**src/rtl/adder_operand_fifo.sv**
```systemverilog
// ============================================================================
// Module  : adder_operand_fifo
// Brief   : Registered {A, B, Cin} operand FIFO feeding the carry-bypass adder.
// Revision: 1.0
// ============================================================================
`default_nettype none

module adder_operand_fifo #(
  parameter int WIDTH = 32,
  parameter int DEPTH = 4
) (
  input  logic                       clk,
  input  logic                       rst,
  input  logic                       flush,
  input  logic                       in_valid,
  output logic                       in_ready,
  input  logic [WIDTH-1:0]           in_a,
  input  logic [WIDTH-1:0]           in_b,
  input  logic                       in_cin,
  output logic                       out_valid,
  input  logic                       out_ready,
  output logic [WIDTH-1:0]           out_a,
  output logic [WIDTH-1:0]           out_b,
  output logic                       out_cin,
  output logic [$clog2(DEPTH):0]     count,
  output logic                       overflow_err
);

  localparam int PW = $clog2(DEPTH);
  localparam int CW = PW + 1;
  localparam int EW = 2 * WIDTH + 1;
  localparam logic [CW-1:0] c_full_count = CW'(DEPTH);

  logic [EW-1:0]  r_mem [DEPTH];
  logic [PW-1:0]  r_wr_ptr;
  logic [PW-1:0]  r_rd_ptr;
  logic [CW-1:0]  r_count;
  logic           r_overflow;

  logic           w_full;
  logic           w_push;
  logic           w_pop;
  logic [EW-1:0]  w_head;

  // Ready is a function of registered count only, so a pop never opens a full FIFO.
  assign w_full    = (r_count == c_full_count);
  assign in_ready  = ~w_full;
  assign out_valid = (r_count != '0);
  assign w_push    = in_valid & in_ready;
  assign w_pop     = out_valid & out_ready;

  assign w_head  = r_mem[r_rd_ptr];
  assign out_a   = out_valid ? w_head[EW-1:WIDTH+1] : '0;
  assign out_b   = out_valid ? w_head[WIDTH:1]      : '0;
  assign out_cin = out_valid ? w_head[0]            : 1'b0;

  assign count        = r_count;
  assign overflow_err = r_overflow;

  // Storage is not reset; stale entries are unreachable once pointers clear.
  always_ff @(posedge clk) begin
    if (w_push) begin
      r_mem[r_wr_ptr] <= {in_a, in_b, in_cin};
    end
  end

  always_ff @(posedge clk) begin
    if (rst) begin
      r_wr_ptr <= '0;
      r_rd_ptr <= '0;
      r_count  <= '0;
    end else if (flush) begin
      r_wr_ptr <= '0;
      r_rd_ptr <= '0;
      r_count  <= '0;
    end else begin
      if (w_push) begin
        r_wr_ptr <= r_wr_ptr + PW'(1);
      end
      if (w_pop) begin
        r_rd_ptr <= r_rd_ptr + PW'(1);
      end
      unique case ({w_push, w_pop})
        2'b10:   r_count <= r_count + CW'(1);
        2'b01:   r_count <= r_count - CW'(1);
        default: r_count <= r_count;
      endcase
    end
  end

  // Sticky error survives flush; only reset clears it.
  always_ff @(posedge clk) begin
    if (rst) begin
      r_overflow <= 1'b0;
    end else if (in_valid && w_full) begin
      r_overflow <= 1'b1;
    end
  end

endmodule

`default_nettype wire
```
**config.mk**
```make
export PLATFORM = sky130hd
export DESIGN_NAME = adder_operand_fifo
export DESIGN_NICKNAME = d
export VERILOG_FILES = /design/src/rtl/adder_operand_fifo.sv
export SDC_FILE = /design/constraint.sdc
export NUM_CORES = 1
export LEC_CHECK = 0
export ABC_AREA = 1
export ABC_CLOCK_PERIOD_IN_PS = 11600
export BUFFER_PORTS_ARGS = -buffer_cell sky130_fd_sc_hd__buf_2
export CELL_PAD_IN_SITES_DETAIL_PLACEMENT = 0
export CELL_PAD_IN_SITES_GLOBAL_PLACEMENT = 1
export CORE_ASPECT_RATIO = 1.25
export CORE_MARGIN = 3
export CORE_UTILIZATION = 50
export CTS_CLUSTER_DIAMETER = 150
export DETAILED_ROUTE_END_ITERATION = 10
export GPL_TIMING_DRIVEN = 1
export PLACE_DENSITY = 0.85
export SKIP_CTS_REPAIR_TIMING = 1
export SLEW_MARGIN = 40
export SYNTH_ARGS = -nofsm -noshare
export SYNTH_HDL_FRONTEND = slang
export SYNTH_SLANG_ARGS = --single-unit
export TNS_END_PERCENT = 10
```
**constraint.sdc**
```tcl
create_clock -name clk -period 11.6 [get_ports clk]
set_input_delay 1.74 -clock clk [delete_from_list [all_inputs] [get_ports clk]]
set_output_delay 1.74 -clock clk [all_outputs]
set_load 0.05 [all_outputs]
```
==> results by group, run 1 <==
Status
  – Outcome: finished clean

Setup path
  – Worst Path Arrival: 2930 ps
  – Required @ worst endpoint: 9860 ps
  – Crit Path Category: reg -> out
  – CP cell instances: inv_4, buf_4, o21ai_1, a21oi_1, buf_2
  – Crit-path max FO: 76
  – Slowest stage delay, CP: 720 ps
  – CP Capture Type: output port
  – Startpoint Class: register
  – CP max-delay cell: buf_4

Power
  – Peak supply drop: 0.000134 V
  – Leak pwr: 4.51 nW
  – Power Dens Cells: 166 nW/µm²

Drt
  – Drt initial violations: 427
  – Drt wl/cell: 16.9 µm
  – Via count: 6458
  – Detailed Route WL: 21300 µm
  – First-pass DRT Iterations: 4
  – Via density: 5.12
  – Final antenna-violating net count: 0
  – Residual DRC: 0

Global routing
  – First-pass GRT wire length: 33100 µm
  – Number of global-route vias before repair: 6331
  – Global-route usage over all layers: 18.4%
  – Initial antenna violation count: 3
  – GRT overflow: 0
  – Largest net degree at the start of global routing: 97

STA
  – Final Max Tran Viols: 0
  – Final hold violations: 0
  – Tmin final: 4670 ps
  – Clock Skew: 7.50 ps
  – Worst slew margin: 45.7%
  – Fmax: 0.214 GHz
  – Slew @ Worst Pin: 815 ps
  – Final setup vio count: 0
  – Tcrit/Tclk final: 40.3%
  – RSZ-0062 raised after global routing: false
  – Setup TNS: 0 ps

Logic synthesis
  – Post-synthesis compound-gate area fraction: 9.53%
  – Multiplexer share of the synthesized area: 0%
  – Avg Inst Size Synth: 12.6 µm²
  – Main combinational cell family by area after synthesis: simple AND/OR/NAND/NOR gates
  – Top-area cell type share of the netlist area: 73.6%
  – Synthesized area: 10600 µm²
  – Register area share after synthesis: 75.5%
  – Top post-synthesis cells by area: edfxtp_1 74%, nor2_1 9.6%, o21ai_1 4.5%
  – Yosys Warn Count: 0
  – Post-Syn Instances: 842
  – Post-Syn Nets: 918
  – Simple-gate share of the synthesized area: 10.5%
  – Netlist cell types: 20
  – Yosys reg bits: 270
  – Synth Area in XOR/XNOR: 0%
  – Largest area contributor in the netlist: edfxtp_1
  – Synth Area in Adders: 0.779%

Final layout
  – # fillers: 1693
  – Layout Nets: 1050
  – Area Overhead vs Synth: 16.0%
  – Layout cells sized above 1: 20.5%
  – Commonest cells after routing, fill and taps aside: 266 x nor2_1, 260 x edfxtp_1, 140 x buf_2
  – Post-route cell area: 12300 µm²
  – Leading cell type in the layout, fill and taps excluded: nor2_1

Floorplanning
  – Die Wd: 136 µm
  – # rows: 58
  – Core area: 20500 µm²
  – Die Height: 169 µm
  – IO Pins: 141
  – Die area: 23000 µm²
  – Starting Density: 51.8%

Placed design
  – PortBufs: 140
  – Placed Area: 11500 µm²
  – DP HPWL: 12300 µm
  – Gpl congestion: 0.723

CTS
  – Longest Clk Path Bufs: 3
  – CTS tree: yes
  – Clock Sink Count: 270
  – Cts bufs inserted: 25
  – Clock transition at the registers of the reported paths: 60 ps
  – Root Buffer Master: clkbuf_16
  – Htree depth: 1
  – Clk_lat worst skew: 500 ps

Run
  – Max cap viols: 0

Worst hold path
  – Tightest Hold Check Type: reg -> reg
-- cell usage after synthesis --
master	n
buf_2	15
dfxtp_1	10
o21ai_1	96
inv_2	3
nor2_1	270
nand3_1	6
ha_1	5
buf_1	1
clkbuf_1	5
o21ai_0	35
buf_4	13
fa_1	1
nand2_2	1
a21oi_1	71
nor2_2	1
buf_6	6
inv_1	17
clkbuf_2	10
edfxtp_1	260
nand2_1	16
-- cell families (layout without fill, tap and decap cells) --
family | after synthesis | in the layout
AND/OR/NAND/NOR | 294 | 294
flip-flops | 270 | 270
AO/OA/AOI/OAI | 202 | 202
buffers and inverters | 70 | 219
adder cells (fa/ha/maj) | 6 | 6
other | 0 | 1
-- state kept, by name (all words and copies together), names as in the netlist, named ones only --
register,flops
r_wr_ptr,2
r_mem,260
count,3
r_rd_ptr,2
overflow_err,1
-- path summary, 6_finish.rpt --
kind                 from           end  slack [ps]  cells past startpoint
min reg2reg  overflow_err  overflow_err         450                      2
min          overflow_err  overflow_err         450                      2
max              register     out_b[29]        6930                      5
max reg2reg      count[0]  r_mem[0][61]        9020                      5
-- worst max-delay path, delay by kind of cell, from the launching register on --
family / cells / cell delay (ps)
compound gates: 2 / 440
buf+inv: 3 / 1480
flops: 1 / 470
-- final cells by class --
cell class,count,area (µm²),share of cell area (%)
Tap cell,270,338,2.75
Multi-Input combinational cell,502,2240,18.2
Clock buffer,27,633,5.14
Antenna cell,1,2.50,0.0203
Inverter,20,77.6,0.630
Sequential cell,270,8010,65.1
Clock inverter,17,115,0.935
Timing Repair Buffer,155,888,7.22
-- metal layers --
layer / up-vias / global-route usage (%) / routed length [µm]
met1: 3060 / 22.1 / 8560
met4: 4 / 4.95 / 413
met3: 29 / 2.50 / 983
li1: 3225 / - / -
met5: - / 0 / 27
met2: 140 / 34.4 / 11300
-- power breakdown --
group	total (mW)	internal, mW	leakage (nW)	switching (mW)
sequential	1.10	1.09	2.47	0.00717
combinational	0.194	0.0431	1.67	0.150
clock	0.744	0.417	0.370	0.327
total	2.04	1.55	4.51	0.485
-- stage by stage --
step | hold WS [ps] | setup slack (ps) | utilization (%) | instances | power, mW
after floorplan | 464 | 6470 | - | 842 | 1.26
after global placement | 434 | 7420 | 55.9 | 1211 | 1.32
after detailed placement | 440 | 7380 | 56.4 | 1216 | 1.32
after CTS | 451 | 6860 | 60.0 | 1260 | 2.06
after global routing | 479 | 6730 | 60.1 | 1262 | 2.11
final | 446 | 6930 | 60.1 | 1262 | 2.04
Power figures use the tool's default switching activity.
==> run 2, diff against run 1 <==
ABC_AREA = 0   (was 1)
ABC_CLOCK_PERIOD_IN_PS = 4200   (was 11600)
CORE_UTILIZATION = 45   (was 50)
PLACE_DENSITY = 0.77   (was 0.85)
clock period = 4.2 ns   (was 11.6 ns; I/O delays follow)
==> run 2 against run 1 <==
Against the previous run:
- synthesized area decreased by 2.7%
- register-to-register slack worse by 7300 ps
- final cell count decreased by 27%
- die area grew 7.7%
- via count shrank 25%
- critical path type unchanged
==> results by group, run 2 <==
Setup path
  – Required @ worst endpoint: 3570 ps (-6290 ps)
  – Crit-path max FO: 34 (-55%)
  – CP max-delay cell: dfxtp_4
  – Crit path buf inv count: 2 (-1)
  – Crit Path Category: reg -> out
  – Worst Path Arrival: 2640 ps (-290 ps)
  – CP cell instances: buf_12, mux4_2, and2_1, buf_2
  – Crit-path leading delay family: flip-flops
  – Startpoint Class: register
  – Reg-to-Reg End: count[2]
  – Slowest stage delay, CP: 780 ps (+60 ps)
  – Reg2Reg Depth: 9 (+4)
  – CP Capture Type: output port
  – Reg2reg start: count[2]
  – Flop2flop setup slack: 1690 ps (-7330 ps)

Drt
  – Drt initial violations: 273 (-36%)
  – Detailed Route WL: 19000 µm (-11%)
  – Via count: 4870 (-25%)
  – Residual DRC: 0 (unchanged)
  – Final antenna-violating net count: 0 (unchanged)
  – Via density: 5.28 (+3.2%)
  – First-pass DRT Iterations: 4 (unchanged)
  – Drt wl/cell: 20.6 µm (+22%)

Worst hold path
  – Hold Crit Endpoint: overflow_err
  – Tightest Hold Check Type: in -> reg
  – Number of stages on the worst hold path: 2 (unchanged)
  – Min-Delay Startpoint: rst

STA
  – Tmin final: 3270 ps
  – Setup TNS: 0 ps (unchanged)
  – Clock Skew: 7.53 ps (+0.0265 ps)
  – Final Max Tran Viols: 0 (unchanged)
  – RSZ-0062 raised after global routing: false
  – Final hold violations: 0 (unchanged)
  – Slew @ Worst Pin: 696 ps (-119 ps)
  – Final setup vio count: 0 (unchanged)
  – Tcrit/Tclk final: 77.8%
  – Worst slew margin: 53.6% (+7.9 points)
  – Fmax: 0.306 GHz

Floorplanning
  – Core area: 22400 µm² (+9.3%)
  – Die Wd: 141 µm (+3.8%)
  – Die Height: 175 µm (+3.8%)
  – Starting Density: 46.1% (-5.7 points)
  – # rows: 61 (+5.2%)
  – Die area: 24800 µm² (+7.7%)
  – IO Pins: 141 (unchanged)

Global routing
  – Met2 usage: 26.1% (-8.3 points)
  – Initial antenna violation count: 3 (unchanged)
  – GRT Max-Usage Layer: met2
  – Global-route usage over all layers: 15.4% (-2.9 points)
  – Met1 usage: 20.4% (-1.7 points)
  – First-pass GRT wire length: 29900 µm (-9.6%)
  – Largest net degree at the start of global routing: 67 (-31%)
  – GR Util met3: 3.30% (+0.80 points)
  – Number of global-route vias before repair: 5372 (-15%)
  – GRT overflow: 0 (unchanged)

Logic synthesis
  – Synth async-reset ratio: 0% (unchanged)
  – Yosys Warn Count: 0 (unchanged)
  – Commonest cells in the netlist: 260 x edfxtp_1, 65 x and2_1, 65 x mux4_2, 10 x dfxtp_1, 9 x clkbuf_1
  – Post-Syn Nets: 545 (-41%)
  – Post-Syn Instances: 469 (-44%)
  – Yosys reg bits: 270 (unchanged)
  – Synthesized area: 10300 µm² (-2.7%)
  – Register area share after synthesis: 77.6% (+2.1 points)
  – Top-area cell type share of the netlist area: 75.7% (+2.1 points)
  – Top-count cell post-synth: edfxtp_1
  – Largest area contributor in the netlist: edfxtp_1
  – Top post-synthesis cells by area: edfxtp_1 76%, mux4_2 14%, and2_1 3.9%
  – Avg Inst Size Synth: 22.0 µm² (+75%)
  – Top FF cell, synth: edfxtp_1
  – Netlist cell types: 23 (+15%)
  – EDFF count, synth: 260 (unchanged)

Power
  – Power Dens Cells: 454 nW/µm² (+170%)
  – Leak pwr: 4.22 nW (-6.6%)
  – Peak supply drop: 0.000349 V (+160%)

Final layout
  – Non-Filler Instances: 922 (-27%)
  – Leading cell type in the layout, fill and taps excluded: edfxtp_1
  – Number of flip-flops in the largest register: 260 (unchanged)
  – Area Overhead vs Synth: 18.4%
  – Layout Nets: 698 (-34%)
  – Reg with most FFs: r_mem
  – Commonest cells after routing, fill and taps aside: 260 x edfxtp_1, 140 x buf_2, 65 x mux4_2, 65 x and2_1, 26 x clkbuf_16
  – Layout cells sized above 1: 40.4% (+20 points)

CTS
  – Longest Clk Path Bufs: 3 (unchanged)
  – Cts bufs inserted: 25 (unchanged)
  – Clock transition at the registers of the reported paths: 60 ps (about the same)
  – Clock Sink Count: 270 (unchanged)
  – Clk_lat worst skew: 500 ps (about the same)
  – CTS tree: yes
  – Htree depth: 1 (unchanged)
  – Root Buffer Master: clkbuf_16

Placed design
  – PortBufs: 140 (unchanged)
  – DP HPWL: 11700 µm (-5.0%)
  – Gpl congestion: 0.705 (-2.6%)
  – Dpl cells: 878 (-28%)

Status
  – Outcome: finished clean

Run
  – Max cap viols: 0 (unchanged)
run 2: changes by cell type after synthesis, sizes merged, moves of 12 or more:
cell | before | now
nor2 | 271 | 7
and2 | 0 | 65
a21oi | 71 | 5
buf | 35 | 14
o21ai | 131 | 3
inv | 20 | 8
nand2 | 17 | 1
mux4 | 0 | 65
run 2: power breakdown:
part	leakage (nW)	total, mW	switching, mW	internal [mW]
combinational	1.37	0.432	0.292	0.139
clock	0.373	2.07	0.881	1.19
sequential	2.47	3.04	0.0210	3.02
run 2: kinds of logic after synthesis:
group | after synthesis | share of synthesized area [%]
simple gates | 83 | 4.83
buf+inv | 31 | 1.65
flops | 270 | 77.6
xor+xnor | 4 | 0.340
fa+ha+maj | 6 | 0.801
mux | 65 | 14.2
compound gates | 10 | 0.546
run 2: how the worst max path moves through the flow:
stage                        start     endpoint  slack, ps  depth (start not counted)
after detailed placement  register    out_a[10]       1370                          4
after floorplan           count[0]  r_mem[0][0]        810                          3
after global placement    register    out_a[19]       1390                          4
after CTS                 register    out_a[10]        820                          4
final                     register    out_a[10]        930                          4
after global routing      register    out_a[10]        730                          4
run 2: cell type report:
cell class	instances	area [µm²]
tap	283	354
inverter	8	30.0
timing repair buffer	149	888
fill	1728	10200
antenna	3	7.51
sequential	270	8020
multi-input combinational	168	2160
clock inverter	8	38.8
clock buffer	33	717
run 2: per-layer routing:
layer	vias up	routed length, µm
met4	0	367
met1	2532	7760
li1	2190	-
met5	-	0
met2	126	9810
met3	22	1100
run 2: stage by stage:
step                worst slack [ps]  instance area (µm²)  hold slack, ps  power, mW  utilization, %
floorplan                        807                10300             484       3.39               -
global placement                1390                11300             449       3.52            50.4
detailed placement              1370                11400             485       3.54            51.2
CTS                              823                12200             271       5.61            54.6
global route                     732                12200             279       5.74            54.6
finish                           934                12200             298       5.54            54.6
==> run 3, diff against run 2 <==
ABC_CLOCK_PERIOD_IN_PS = 2900   (was 4200)
clock period = 2.9 ns   (was 4.2 ns; I/O delays follow)
==> run 3 against run 2 <==
Against the previous run:
- clock power is 64% higher
- flip-flop and latch count stayed put
- design area is 0.90% higher
- largest cell class unchanged
==> results by group, run 3 (synthesized netlist as in run 2, its figures left out) <==
Status
  – Outcome: finished clean

Floorplanning
  – Die area: 24800 µm² (unchanged)
  – Die Wd: 141 µm (unchanged)
  – Core area: 22400 µm² (unchanged)
  – Starting Density: 46.1% (unchanged)
  – IO Pins: 141 (unchanged)
  – Die Height: 175 µm (unchanged)
  – # rows: 61 (unchanged)

Worst hold path
  – Tightest Hold Check Type: in -> reg
  – Hold Crit Endpoint: overflow_err
  – Min-Delay Startpoint: rst
  – Number of stages on the worst hold path: 2 (unchanged)

CTS
  – Clk_lat worst skew: 510 ps (about the same)
  – Root Buffer Master: clkbuf_16
  – Cts bufs inserted: 26 (+4.0%)
  – Clock Sink Count: 270 (unchanged)
  – Clock transition at the registers of the reported paths: 60 ps (about the same)
  – Htree depth: 1 (unchanged)
  – CTS tree: yes
  – Longest Clk Path Bufs: 3 (unchanged)

Drt
  – Final antenna-violating net count: 0 (unchanged)
  – Drt wl/cell: 20.4 µm (-1.3%)
  – Drt initial violations: 184 (-33%)
  – Detailed Route WL: 19100 µm (+0.20%)
  – First-pass DRT Iterations: 5 (+1)
  – Via count: 4844 (-0.53%)
  – Via density: 5.18 (-2.0%)
  – Residual DRC: 0 (unchanged)

Final layout
  – Leading cell type in the layout, fill and taps excluded: edfxtp_1
  – Area Overhead vs Synth: 19.5%
  – Layout cells sized above 1: 41.3% (+0.91 points)
  – Non-Filler Instances: 936 (+1.5%)
  – Area of the multi-input gates: 2160 µm² (unchanged)
  – Number of flip-flops in the largest register: 260 (unchanged)
  – Reg with most FFs: r_mem
  – Layout Nets: 707 (+1.3%)
  – Seq. cell area: 8020 µm² (unchanged)
  – # fillers: 1709 (-1.1%)
  – Commonest cells after routing, fill and taps aside: 260 x edfxtp_1, 140 x buf_2, 65 x mux4_2, 65 x and2_1, 27 x clkbuf_16

STA
  – Final Max Tran Viols: 0 (unchanged)
  – RSZ-0062 raised after global routing: false
  – Final setup vio count: 0 (unchanged)
  – Tcrit/Tclk final: 91.9%
  – Clock Skew: 5.99 ps (-1.54 ps)
  – Worst slew margin: 60.8% (+7.2 points)
  – Tmin final: 2670 ps
  – Final hold violations: 0 (unchanged)
  – Fmax: 0.375 GHz
  – Slew @ Worst Pin: 587 ps (-109 ps)

Global routing
  – Number of global-route vias before repair: 5343 (-0.54%)
  – GRT overflow: 0 (unchanged)
  – Global-route usage over all layers: 15.6% (+0.11 points)
  – Initial antenna violation count: 3 (unchanged)
  – First-pass GRT wire length: 30000 µm (+0.27%)
  – Largest net degree at the start of global routing: 67 (unchanged)

Setup path
  – CP Capture Type: output port
  – Required @ worst endpoint: 2470 ps (-1100 ps)
  – Reg2reg start: count[2]
  – Startpoint Class: register
  – Reg-to-Reg End: count[2]
  – Reg2Reg Depth: 9 (unchanged)
  – Crit Path Category: reg -> out
  – Worst Path Arrival: 2230 ps (-410 ps)
  – Flop2flop setup slack: 400 ps (-1290 ps)
  – Crit-path max FO: 23 (-32%)

Placed design
  – PortBufs: 140 (unchanged)
  – Dpl cells: 886 (+0.91%)
  – Gpl congestion: 0.741 (+5.1%)
  – DP HPWL: 12200 µm (+4.2%)

Power
  – Post-layout power: 8.41 mW (+52%)
  – Peak supply drop: 0.000405 V (+16%)
  – Power Dens Cells: 683 nW/µm² (+50%)
  – Leak pwr: 4.29 nW (+1.8%)

Run
  – Max cap viols: 0 (unchanged)
==> run 3: cell count changes in the layout (fill, tap and decap cells not counted), sizes merged, moves of 3 or more <==
cell and change:
bufinv +4, clkinv +4, buf +8, clkbuf -3
==> run 3: report_power, final <==
group / leakage (nW) / switching [mW] / internal (mW) / total, mW
Combinational: 1.40 / 0.427 / 0.202 / 0.630
Sequential: 2.47 / 0.0240 / 4.37 / 4.40
Clock: 0.427 / 1.33 / 2.05 / 3.39
==> run 3: cell type report <==
type	count	area share [%]
antenna	2	0.0406
clock buffer	30	5.57
clock inverter	18	1.55
inverter	8	0.244
multi-input combinational	168	17.5
sequential	270	65.0
tap	283	2.87
timing repair buffer	157	7.13
==> run 3: critical path, cell delays in order (launching register included) <==
cell     delay [ps]
dfxtp_4         360
buf_4           410
mux4_2          570
and2_1          180
buf_2           210
==> run 3: routing by layer <==
metal  wire length, µm  global-route usage, %  vias to the layer above
li1                  -                      -                     2222
met1              7330                   19.3                     2473
met2             10300                   28.1                      111
met3               946                   2.81                       34
met4               450                   4.24                        4
met5                17                      0                        -
==> run 3: how the worst max path moves through the flow <==
stage | end | slack, ps | cells past startpoint
floorplan | r_mem[1][0] | -490 | 3
global placement | out_b[31] | 590 | 3
detailed placement | count[2] | 390 | 9
CTS | out_a[29] | 160 | 4
global route | out_a[31] | 70 | 4
finish | out_a[31] | 230 | 4
==> run 3: metrics by stage <==
stage / setup TNS (ps) / utilization (%) / worst slack [ps] / hold slack, ps / cell area, µm²
final: 0 / 55.1 / 234 / 92.4 / 12300
after global routing: 0 / 55.1 / 69.8 / 95.7 / 12300
after CTS: 0 / 55.1 / 156 / 66.6 / 12300
after detailed placement: 0 / 51.1 / 394 / 467 / 11400
after global placement: 0 / 51.1 / 585 / 455 / 11400
after floorplan: -96070 / - / -493 / 484 / 10300
